**config.mk**
```make
export PLATFORM = sky130hd
export DESIGN_NAME = jace_sram_slot_arbiter
export DESIGN_NICKNAME = d
export VERILOG_FILES = /design/src/rtl/jace_sram_slot_arbiter.sv
export SDC_FILE = /design/constraint.sdc
export NUM_CORES = 1
export LEC_CHECK = 0
export BUFFER_PORTS_ARGS = -buffer_cell sky130_fd_sc_hd__buf_2
export CAP_MARGIN = 20
export CORE_UTILIZATION = 52
export CTS_CLUSTER_DIAMETER = 200
export CTS_CLUSTER_SIZE = 24
export DETAILED_ROUTE_END_ITERATION = 7
export GPL_ROUTABILITY_DRIVEN = 1
export GPL_TIMING_DRIVEN = 0
export PLACE_DENSITY = 0.94
export SETUP_SLACK_MARGIN = 0.5
export SLEW_MARGIN = 20
export SYNTH_ARGS = -nofsm -noshare
export SYNTH_HDL_FRONTEND = slang
export SYNTH_SLANG_ARGS = --single-unit
```
**constraint.sdc**
```tcl
create_clock -name clkram -period 2.8 [get_ports clkram]
set_input_delay 0.42 -clock clkram [delete_from_list [all_inputs] [get_ports clkram]]
set_output_delay 0.42 -clock clkram [all_outputs]
set_load 0.005 [all_outputs]
```
**src/rtl/jace_sram_slot_arbiter.sv**
```systemverilog
// ---------------------------------------------------------------------------
// jace_sram_slot_arbiter
//
// Purpose:
//   Time-division arbiter for the external SRAM byte port. The port is shared
//   between the Jupiter ACE core and a secondary loader requester, such as an
//   SD or tape-image DMA. Each 4-cycle clkram frame is split into two slots:
//     phase 0-1 : core slot. The timing is fixed and there are no wait states.
//                 Address and data are launched at the end of phase 3. The
//                 write strobe is low only in phase 1. Read data is captured
//                 at the end of phase 1.
//     phase 2-3 : loader slot. Requests use a req/ack handshake. Address and
//                 data are launched at the end of phase 1. The write strobe is
//                 low only in phase 3. Read data is captured at the end of
//                 phase 3. The ack pulse follows in phase 0.
//   Every sram_* output comes straight from a flop, so no input reaches the
//   SRAM bus combinationally.
//
// Ports:
//   clkram      in   26 MHz clock (4x clk65). Phase 0 starts on clk65 rise.
//   reset_n     in   asynchronous active-low reset
//   core_*      in   core address, write strobe, read enable and write data.
//                    These must be stable at the edge that ends phase 3.
//   core_rdata  out  last core read data, stable from phase 2 to phase 1
//   ldr_req     in   loader request, with op (ldr_we), address and data
//   ldr_ack     out  one-cycle completion pulse, high during phase 0
//   ldr_rdata   out  loader read data, valid from ack onward
//   ldr_busy    out  a request is latched and not yet completed
//   sram_*      out  registered bus to the wrapper sram_*_in pins
//   sram_rdata  in   data from the wrapper sram_data_from_chip
//   phase       out  current slot phase
// ---------------------------------------------------------------------------
module jace_sram_slot_arbiter #(
    parameter int            AW      = 21,
    parameter int            DW      = 8,
    parameter logic [DW-1:0] RD_IDLE = 8'hFF
) (
    input  logic          clkram,
    input  logic          reset_n,
    // core side
    input  logic [AW-1:0] core_addr,
    input  logic          core_we_n,
    input  logic          core_oe_n,
    input  logic [DW-1:0] core_wdata,
    output logic [DW-1:0] core_rdata,
    // loader side
    input  logic          ldr_req,
    input  logic          ldr_we,
    input  logic [AW-1:0] ldr_addr,
    input  logic [DW-1:0] ldr_wdata,
    output logic          ldr_ack,
    output logic [DW-1:0] ldr_rdata,
    output logic          ldr_busy,
    // SRAM wrapper side
    output logic [AW-1:0] sram_addr,
    output logic          sram_we_n,
    output logic          sram_oe_n,
    output logic [DW-1:0] sram_wdata,
    input  logic [DW-1:0] sram_rdata,
    // debug
    output logic [1:0]    phase
);

    // Each phase is named after the edge that ends it.
    typedef enum logic [1:0] {
        PH_CORE_SETUP  = 2'd0,  // ends: core write strobe asserted
        PH_CORE_STROBE = 2'd1,  // ends: core read captured, loader slot launched
        PH_LDR_SETUP   = 2'd2,  // ends: loader write strobe asserted
        PH_LDR_STROBE  = 2'd3   // ends: loader completes, core slot launched
    } phase_e;

    phase_e        phase_q, phase_d;

    logic [AW-1:0] sram_addr_q, sram_addr_d;
    logic [DW-1:0] sram_wdata_q, sram_wdata_d;
    logic          sram_we_n_q, sram_we_n_d;
    logic          sram_oe_n_q, sram_oe_n_d;

    logic          core_we_n_q, core_we_n_d;
    logic [DW-1:0] core_rdata_q, core_rdata_d;

    logic          ldr_we_q, ldr_we_d;
    logic [AW-1:0] ldr_addr_q, ldr_addr_d;
    logic [DW-1:0] ldr_wdata_q, ldr_wdata_d;
    logic          ldr_busy_q, ldr_busy_d;
    logic          ldr_slot_q, ldr_slot_d;  // loader owns the current phase 2-3
    logic          ldr_ack_q, ldr_ack_d;
    logic [DW-1:0] ldr_rdata_q, ldr_rdata_d;

    logic          ldr_accept;

    // Busy is low only between requests. It is also low during the ack cycle,
    // because busy drops together with the rising ack. That lets a requester
    // that holds ldr_req high be re-accepted on the ack cycle, which sustains
    // one access per frame.
    assign ldr_accept = ldr_req & ~ldr_busy_q;

    // NOTE: every *_d gets a default first so that no path through the case
    // leaves a signal unassigned. Otherwise a latch would be inferred.
    always_comb begin
        phase_d      = phase_e'(phase_q + 2'd1);
        sram_addr_d  = sram_addr_q;
        sram_wdata_d = sram_wdata_q;
        sram_we_n_d  = sram_we_n_q;
        sram_oe_n_d  = sram_oe_n_q;
        core_we_n_d  = core_we_n_q;
        core_rdata_d = core_rdata_q;
        ldr_we_d     = ldr_we_q;
        ldr_addr_d   = ldr_addr_q;
        ldr_wdata_d  = ldr_wdata_q;
        ldr_busy_d   = ldr_busy_q;
        ldr_slot_d   = ldr_slot_q;
        ldr_ack_d    = 1'b0;
        ldr_rdata_d  = ldr_rdata_q;

        // Latch the request once. Later changes to the inputs are ignored.
        if (ldr_accept) begin
            ldr_we_d    = ldr_we;
            ldr_addr_d  = ldr_addr;
            ldr_wdata_d = ldr_wdata;
            ldr_busy_d  = 1'b1;
        end

        case (phase_q)
            PH_CORE_SETUP: begin
                // Address and data have been stable for one cycle by now.
                sram_we_n_d = core_we_n_q;
            end
            PH_CORE_STROBE: begin
                // oe is still the core's value here. The loader has not
                // launched yet.
                if (!sram_oe_n_q) begin
                    core_rdata_d = sram_rdata;
                end
                // A request accepted at this same edge waits for the next
                // frame, which is why the worst-case latency is 7 cycles.
                if (ldr_busy_q) begin
                    ldr_slot_d   = 1'b1;
                    sram_addr_d  = ldr_addr_q;
                    sram_wdata_d = ldr_wdata_q;
                    sram_oe_n_d  = ldr_we_q;
                    sram_we_n_d  = 1'b1;
                end else begin
                    sram_oe_n_d  = 1'b1;
                    sram_we_n_d  = 1'b1;
                end
            end
            PH_LDR_SETUP: begin
                if (ldr_slot_q) begin
                    sram_we_n_d = ~ldr_we_q;
                end
            end
            PH_LDR_STROBE: begin
                if (ldr_slot_q) begin
                    if (!ldr_we_q) begin
                        ldr_rdata_d = sram_rdata;
                    end
                    ldr_ack_d  = 1'b1;
                    ldr_busy_d = 1'b0;
                    ldr_slot_d = 1'b0;
                end
                // Launch the core slot. oe is suppressed on a write so that the
                // bus is never driven from both sides.
                sram_addr_d  = core_addr;
                sram_wdata_d = core_wdata;
                sram_oe_n_d  = core_oe_n | ~core_we_n;
                sram_we_n_d  = 1'b1;
                core_we_n_d  = core_we_n;
            end
            default: ;
        endcase
    end

    // NOTE: state updates use non-blocking assignments so that every flop
    // samples the pre-edge values, whatever the order of the statements.
    always_ff @(posedge clkram or negedge reset_n) begin
        if (!reset_n) begin
            phase_q      <= PH_CORE_SETUP;
            sram_addr_q  <= '0;
            sram_wdata_q <= '0;
            sram_we_n_q  <= 1'b1;
            sram_oe_n_q  <= 1'b1;
            core_we_n_q  <= 1'b1;
            core_rdata_q <= RD_IDLE;
            ldr_we_q     <= 1'b0;
            ldr_addr_q   <= '0;
            ldr_wdata_q  <= '0;
            ldr_busy_q   <= 1'b0;
            ldr_slot_q   <= 1'b0;
            ldr_ack_q    <= 1'b0;
            ldr_rdata_q  <= RD_IDLE;
        end else begin
            phase_q      <= phase_d;
            sram_addr_q  <= sram_addr_d;
            sram_wdata_q <= sram_wdata_d;
            sram_we_n_q  <= sram_we_n_d;
            sram_oe_n_q  <= sram_oe_n_d;
            core_we_n_q  <= core_we_n_d;
            core_rdata_q <= core_rdata_d;
            ldr_we_q     <= ldr_we_d;
            ldr_addr_q   <= ldr_addr_d;
            ldr_wdata_q  <= ldr_wdata_d;
            ldr_busy_q   <= ldr_busy_d;
            ldr_slot_q   <= ldr_slot_d;
            ldr_ack_q    <= ldr_ack_d;
            ldr_rdata_q  <= ldr_rdata_d;
        end
    end

    assign phase      = phase_q;
    assign sram_addr  = sram_addr_q;
    assign sram_wdata = sram_wdata_q;
    assign sram_we_n  = sram_we_n_q;
    assign sram_oe_n  = sram_oe_n_q;
    assign core_rdata = core_rdata_q;
    assign ldr_ack    = ldr_ack_q;
    assign ldr_busy   = ldr_busy_q;
    assign ldr_rdata  = ldr_rdata_q;

endmodule

```
Yosys cells after proc, flatten, opt, wreduce, memory -nomap -nowiden --
Index checks and enable logic that the tools add are counted.
Storage, ports and cells: bits in registers 83, latch bits 0, memory bits (writable) 0, ROM bits 0, input bits 72, output and inout bits 51, logic and storage cells 47, memories 0
Operators by class: add/subtract/negate cells 1, $mul 0, div/mod/pow operators 0, magnitude comparators 0, equal/unequal tests 5, shift operators 0, muxes and demuxes 15, bitwise gates (word level) 6, reductions and logical operators 6
Operators with widths (number):
- case mux 21 bit (2 select lines) | 1
- two-way mux 21 bit | 1
- case mux 8 bit (2 select lines) | 1
- two-way mux 1 bit | 8
- two-way mux 8 bit | 1
- equality test 2 bit (second input constant) | 2
- inequality test 2 bit (second input constant) | 2
- inverter 1 bit | 4
- case mux 1 bit (2 select lines) | 2
- AND reduction 2 bit | 2
- case mux 1 bit (3 select lines) | 1
- AND reduction 3 bit | 1
- adder 2 x 1 -> 2 bit (second input constant) | 1
- equality test 2 x 1 -> 1 bit (second input constant) | 1
- logical NOT 2 bit | 1
- nonzero test 2 bit | 1
- OR reduction 2 bit | 1
- AND 1 bit | 1
- OR 1 bit | 1

Longest topological paths before layout --
Gate-level depths: netlist of the first run.
word-level depth 5, depth in mapped cells 7, depth with buffers taken out 5

Least setup slack after synthesis of the first run --
OpenSTA, ideal clock, no wires.
path kind flip-flop to flip-flop, start point register phase_q[1], in the netlist phase[1], end point register sram_addr_q[10], in the netlist sram_addr[10], data arrival time 1.393 ns, required time 2.668 ns, path slack 1.275 ns, cell stages (with the launch flop) 6, path buffers 1, cell sequence dfrtp_1 inv_1 ha_1 mux2i_2 clkbuf_1 o21ai_1
On the way: longest elaborated chain between the ends 3
Ends and longest elaborated chain:
- start: declaration | line 72 | phase_e phase_q, phase_d;
- start signal: assignment | line 193 | phase_q <= phase_d;
- equality test 2 x 1 -> 1 bit / equality test 2 bit (equally long branches) | line 124 | case (phase_q)
- inequality test 2 bit (no source line) / nonzero test 2 bit (equally long branches)
- AND reduction 2 bit (no source line)
- end signal: assignment | line 194 | sram_addr_q <= sram_addr_d;
- end: declaration | line 74 | logic [AW-1:0] sram_addr_q, sram_addr_d;
Parallel ways exist; a longest one is shown, timed or not. A chain may end at the register's enable or synchronous reset.

Worst setup path after layout of the first run --
Ends and elaborated chain as after synthesis.

==> reports/qor.yml, run 1 <==
status:
  status: "finished clean"
global_route:
  grt_pass1_wl_microns: 11800
  track_usage_pct: 21.9
  grt_max_degree: 59
  antenna_found_initial: 0
  overflow: 0
  grt_pass1_vias: 2568
routing:
  wl_per_cell_microns: 14.9
  drt_iter0_markers: 79
  detail-route-antenna-nets: 0
  detail_route.vias_per_cell: 5.09
  drc: 0
  wirelength_microns: 7130
  num_vias: 2428
  drt-pass1-iter-count: 4
power_and_ir_drop:
  peakVddDrop_uv: 457
  sequentialPowerShare_pct: 53.5
  power_density_mw_per_mm2: 627
  p_leak_uw: 0.00201
  combPwrFrac_pct: 16.1
  p_int_uw: 2080
  switchingPower_uw: 677
  switching_share_pct: 24.5
  power_frac_clock_pct: 30.5
yosys:
  synth_top_family_by_area: "multiplexers"
  syn-mean-instance-area_sq_um: 13.3
  synth_mux_area_share_pct: 24.1
  synth_area_leaders: "dfrtp_1 46%, mux2_2 15%, dfstp_2 14%"
  synth_fp_nets: 336
  ys_seq_area_share_pct: 60.9
  yosys.area_share.xor_xnor_pct: 0
  synth_cell_types: 27
  synth_top_area_cell: "dfrtp_1"
  synthCells: 260
  synth_top_cell_area_share_pct: 46.4
  ys_ff_latch: 83
  yosys.area_share.simple_pct: 5.00
  synthAdderAreaFrac_pct: 1.45
  synth_compound_area_share_pct: 5.51
  ys.warnings.count: 0
  syn-cell-area_sq_mm: 0.00345
run:
  cap_viol_max_count: 0
setup_path:
  rrSetupSlack_ns: 0.95
  crit_path_top_delay_cell: "dfrtp_1"
  cp.buffers_inverters: 2
  r2r_end: "sram_addr[10]"
  critPathMaxStageDelay_ns: 0.43
  worstPathArrival_ns: 2.06
  crit_family: "buffers and inverters"
  endpoint: "sram_addr[10]"
  r2r_start: "phase[1]"
  cp_cell_sequence: "inv_1 > ha_1 > mux2i_2 > clkbuf_1 > o21ai_1"
  reg2reg_depth: 5
  cp_num_cells: 5
  critPathKind: "flop to flop"
  cp-end-kind: "flop"
  startpoint_type: "flop"
  crit_required_ns: 3.00
  crit_path_start: "phase[1]"
  critPathMaxFanout: 10
layout:
  drive_above_1_share_pct: 54.3
  fin_area_sq_mm: 0.00440
  nets: 471
  layoutNonFillerInstCount: 477
  syn_to_final_growth_pct: 27.5
  antenna_cells: 0
place:
  placed_cells: 460
  dpl.hpwl_microns: 5310
  globalplace.congestion: 0.744
  dpl_cell_area_sq_mm: 0.00419
  place.port_buffers: 122
sta:
  finalClockSkew_ns: 0.0115
  holdWs_ns: 0.304
  slew_violations: 0
  rsz0062_at_grt: "false"
  fin_tns_setup_ns: 0
  fin_crit_sh_pct: 66.2
  hold_viol: 0
  setup_violations: 0
  slew_headroom_pct: 69.8
  fmax_ghz: 0.539
  period_needed_ns: 1.85
  worst_slew_pin_slew_ns: 0.453
clock_tree:
  cts_tree: "done"
  cts_setup_buffers: 0
  cts_root_buf: "clkbuf_8"
  cts_resized: 0
  htree_levels: 3
  numCtsBuffers: 9
  cts.sinks: 83
  insertion_delay_ns: 0.34
  path_clk_slew_ns: 0.07
  cts_buffer_depth: 2
  cts_hold_buf: 1
floorplanning:
  initial_core_util_pct: 54.1
  rows: 29
  die_area_sq_mm: 0.00697
  pin_count: 123
  coreArea_sq_mm: 0.00639
  die_x_microns: 83.5
  dieHeight_microns: 83.5
min_path:
  holdCritPathClass: "input port to flop"
-- cell families (layout without fill, tap and decap cells) --
kind of cell / count (synthesis) / after routing
buf+inv: 19 / 159
simple gates: 40 / 40
mux: 77 / 77
fa+ha+maj: 4 / 4
compound gates: 37 / 37
flops: 83 / 83
-- state kept, by name (all words and copies together), names as in the netlist --
register     count
sram_we_n        1
core_we_n_q      1
ldr_wdata_q      8
ldr_slot_q       1
ldr_rdata        8
phase            2
ldr_ack          1
sram_oe_n        1
ldr_we_q         1
core_rdata       8
ldr_addr_q      21
sram_addr       21
ldr_busy         1
sram_wdata       8
-- synth_stat cells --
cell type   n
buf_6       2
ha_1        4
o211ai_1    1
mux2i_2     1
buf_4       2
or3_1       1
o22ai_1     1
nor2b_1     2
nand3b_1    1
nand2_1    30
nand2b_1    2
clkbuf_1    1
mux2_2     45
inv_1       5
a21oi_1     1
a31oi_1     1
clkbuf_2    1
mux2_1      2
nor2_1      2
buf_2       8
dfstp_2    19
dfrtp_1    64
and2_2      1
o21ai_1    20
nand2_2     1
mux2i_1    29
o21ai_0    13
-- layout by cell type, fill, tap and decap left out --
master	instances
buf_2	129
dfrtp_1	64
mux2_2	45
nand2_1	30
mux2i_1	29
o21ai_1	20
dfstp_2	19
o21ai_0	13
clkbuf_8	9
inv_1	5
ha_1	4
buf_4	3
clkbuf_1	3
nor2_1	2
nand2b_1	2
nor2b_1	2
mux2_1	2
buf_6	2
clkbuf_16	2
clkinvlp_4	2
and2_2	1
nand2_2	1
mux2i_2	1
a31oi_1	1
or3_1	1
o211ai_1	1
nand3b_1	1
a21oi_1	1
o22ai_1	1
clkbuf_2	1
clkinv_2	1
dlygate4sd3_1	1
buf_16	1
-- layout make-up --
cell class	count	area, sq um
clock inverter	3	20.0
timing repair buffer	124	651
sequential	83	2100
buffer	14	86.3
tap	77	96.3
clock buffer	13	181
multi-input combinational	158	1250
fill	473	1990
inverter	5	18.8
-- worst min path at each step --
stage | startpoint | depth (start not counted) | endpoint | slack (ns)
after CTS | ldr_wdata[0] | 2 | ldr_wdata_q[0] | 0.29
after global placement | sram_addr[18] | 2 | sram_addr[18] | 0.46
after floorplan | reset_n | 0 | ldr_ack | 0.12
after detailed placement | reset_n | 1 | ldr_busy | 0.35
final | ldr_wdata[0] | 2 | ldr_wdata_q[0] | 0.30
after global routing | ldr_addr[14] | 2 | ldr_addr_q[14] | 0.29
-- power groups by stage --
stage          clock [uW]  sequential [uW]  combinational (uW)
2_1_floorplan           0             1490                 242
3_3_place_gp            0             1490                 422
3_5_place_dp            0             1500                 451
4_1_cts               861             1480                 453
5_1_grt               911             1500                 495
6_report              841             1480                 444
-- per-stage QoR --
| stage | util (%) | setup WS [ns] | power [uW] |
|---|---|---|---|
| after CTS | 68.9 | 0.919 | 2790 |
| after global routing | 68.9 | 0.760 | 2900 |
| final | 68.9 | 0.946 | 2760 |
| after global placement | 65.1 | 0.751 | 1910 |
| after detailed placement | 65.6 | 0.930 | 1950 |
| after floorplan | - | 1.27 | 1740 |
-- per-layer routing --
layer	wire, microns	track usage [%]	vias up
li1	-	-	1164
met4	126	7.55	0
met3	433	6.13	13
met2	3620	38.1	84
met5	0	0	-
met1	2940	26.2	1167
(Power assumes the default switching activity.)
==> inputs of run 2 (changes only) <==
CORE_UTILIZATION = 49   (was 52)
PLACE_DENSITY = 0.9   (was 0.94)
clock period = 1.82 ns   (was 2.8 ns; I/O delays follow)
==> run 2 against run 1 <==
Against the previous run: worst hold slack worse by 0.15 ns; register-to-register slack worse by 0.64 ns; via count rose by 6.4%; critical endpoint is now sram_addr[15]; worst setup slack worse by 0.64 ns; clock power is 74% higher; final area rose by 14%; largest power group unchanged; maximum frequency is 23% higher; sequential power grew 55%; first-iteration DRC count is 29% lower; critical path depth rose by 2.
==> reports/qor.yml, run 2 (same netlist as run 1, synthesis figures left out) <==
setup_path:
  critPathMaxFanout: 10  # unchanged
  r2r_end: "sram_addr[15]"
  reg2reg_depth: 7  # +2
  cp.buffers_inverters: 3  # +1
  worstPathArrival_ns: 1.78  # -0.28 ns
  cp_cell_sequence: "ha_2 > buf_6 > mux2i_4 > buf_6 > buf_8 > nand2_1 > o21ai_1"
  critPathKind: "flop to flop"
  rrSetupSlack_ns: 0.31  # -0.64 ns
  startpoint_type: "flop"
  critPathMaxStageDelay_ns: 0.45  # +0.02 ns
  crit_path_top_delay_cell: "dfrtp_2"
  r2r_start: "phase[0]"
  cp-end-kind: "flop"
  worst_path_most_repeated_cell: "buf_6"
  crit_family: "flip-flops"
  crit_required_ns: 2.09  # -0.91 ns
clock_tree:
  numCtsBuffers: 9  # unchanged
  cts_tree: "done"
  path_clk_slew_ns: 0.08  # about the same
  cts.sinks: 83  # unchanged
  cts_root_buf: "clkbuf_8"
  cts_buffer_depth: 2  # unchanged
  htree_levels: 3  # unchanged
  insertion_delay_ns: 0.35  # about the same
global_route:
  grt_max_degree: 56  # -5.1%
  track_usage_pct: 22.2  # +0.30 points
  overflow: 0  # unchanged
  grt_pass1_wl_microns: 12400  # +4.8%
  grt_pass1_vias: 2617  # +1.9%
  antenna_found_initial: 0  # unchanged
layout:
  nets: 488  # +3.6%
  drive_above_1_share_pct: 63.3  # +9.1 points
  final_cell_mix: "121 x buf_2, 62 x dfrtp_1, 45 x mux2_4, 29 x mux2i_1, 23 x nand2_1"
  syn_to_final_growth_pct: 45.8
  fin_area_sq_mm: 0.00503  # +14%
  final_util_pct: 74.1  # +5.2 points
  final_common_cell: "buf_2"
  n_fill_cell: 435  # -8.0%
  antenna_cells: 0  # unchanged
power_and_ir_drop:
  peakVddDrop_uv: 733  # +60%
  power_density_mw_per_mm2: 933  # +49%
  p_leak_uw: 0.00239  # +18%
  p_total_uw: 4700  # +70%
run:
  cap_viol_max_count: 0  # unchanged
place:
  place.port_buffers: 122  # unchanged
  dpl.hpwl_microns: 5490  # +3.3%
  dpl_cell_area_sq_mm: 0.00431  # +2.8%
  globalplace.congestion: 0.710  # -4.5%
sta:
  setup_violations: 0  # unchanged
  hold_viol: 0  # unchanged
  worst_slew_pin_slew_ns: 0.389  # -0.0638 ns
  fmax_ghz: 0.663  # +23%
  slew_headroom_pct: 74.1  # +4.3 points
  finalClockSkew_ns: 0.00688  # -0.00461 ns
  fin_crit_sh_pct: 82.9  # +17 points
  slew_violations: 0  # unchanged
  period_needed_ns: 1.51  # -0.344 ns
  rsz0062_at_grt: "true"
routing:
  drt_iter0_markers: 56  # -29%
  wl_per_cell_microns: 16.4  # +9.5%
  drt-pass1-iter-count: 4  # unchanged
  detail_route.vias_per_cell: 5.04  # -1.0%
  wirelength_microns: 8390  # +18%
  num_vias: 2584  # +6.4%
  drc: 0  # unchanged
  detail-route-antenna-nets: 0  # unchanged
status:
  status: "finished clean"
floorplanning:
  coreArea_sq_mm: 0.00679  # +6.4%
  rows: 30  # +3.4%
  initial_core_util_pct: 50.8  # -3.2 points
  die_area_sq_mm: 0.00738  # +6.0%
  pin_count: 123  # unchanged
  die_x_microns: 85.9  # +2.9%
  dieHeight_microns: 85.9  # +2.9%
min_path:
  min_delay_worst_endpoint: "ldr_addr_q[2]"
  holdCritPathClass: "input port to flop"
  min_from: "ldr_addr[2]"
  hold_depth: 2  # unchanged
-- run 2: cell types whose count changed in the layout (fill, tap and decap cells not counted), sizes merged --
cell / previous run / this run
buf: 135 / 149
bufinv: 0 / 2
clkinv: 1 / 2
-- run 2: per-stage QoR --
stage | hold WS, ns | setup slack [ns] | setup TNS [ns] | instances
6_report | 0.151 | 0.311 | 0 | 513
5_1_grt | 0.134 | 0.222 | 0 | 513
4_1_cts | 0.129 | 0.352 | 0 | 506
3_5_place_dp | 0.224 | 0.284 | 0 | 479
3_3_place_gp | 0.457 | -0.108 | -6.65 | 478
2_1_floorplan | -0.0226 | 0.440 | 0 | 260
-- run 2: per-layer routing --
metal / up-vias / share of wire (%) / GRT usage (%)
met5: - / 0 / 0
li1: 1197 / - / -
met1: 1276 / 40 / 25.9
met2: 100 / 52 / 39.0
met4: 0 / 1.3 / 7.27
met3: 11 / 6.4 / 6.54
-- run 2: final cells by class --
type	instances	area [sq um]	area share, %
plain buffers	14	170	3.38
clock buffers	10	138	2.73
clock inverters	6	88.8	1.76
inverters	5	18.8	0.373
multi-input cells	158	1530	30.4
flip-flops and latches	83	2100	41.8
well taps	96	120	2.39
repair buffers	141	867	17.2
-- run 2: repair_timing --
item / 4_1_cts / 5_1_grt
buffers inserted: 8 / 4
endpoints found under the hold margin: 12 / 0
endpoints found under the setup margin: 77 / 76
gates cloned: 2 / 3
pin swaps: 4 / 6
resized for setup: 31 / 61
hold buffers: 1 / 0
-- run 2: worst max-delay path by stage --
| stage | from | endpoint | slack, ns | depth (start not counted) |
|---|---|---|---|---|
| detailed placement | phase[1] | sram_addr[2] | 0.28 | 7 |
| global route | phase[1] | sram_addr[15] | 0.22 | 7 |
| floorplan | phase[0] | ldr_rdata[0] | 0.44 | 5 |
| global placement | reset_n | ldr_wdata_q[2] | -0.11 | 1 |
| CTS | phase[1] | sram_wdata[4] | 0.35 | 6 |
| finish | phase[0] | sram_addr[15] | 0.31 | 7 |
-- run 2: report_power, final --
part	switching [uW]	internal [uW]	leakage [uW]
registers	142	2160	0.000949
clock network	654	809	0.000108
logic	357	580	0.00133
total	1150	3540	0.00239
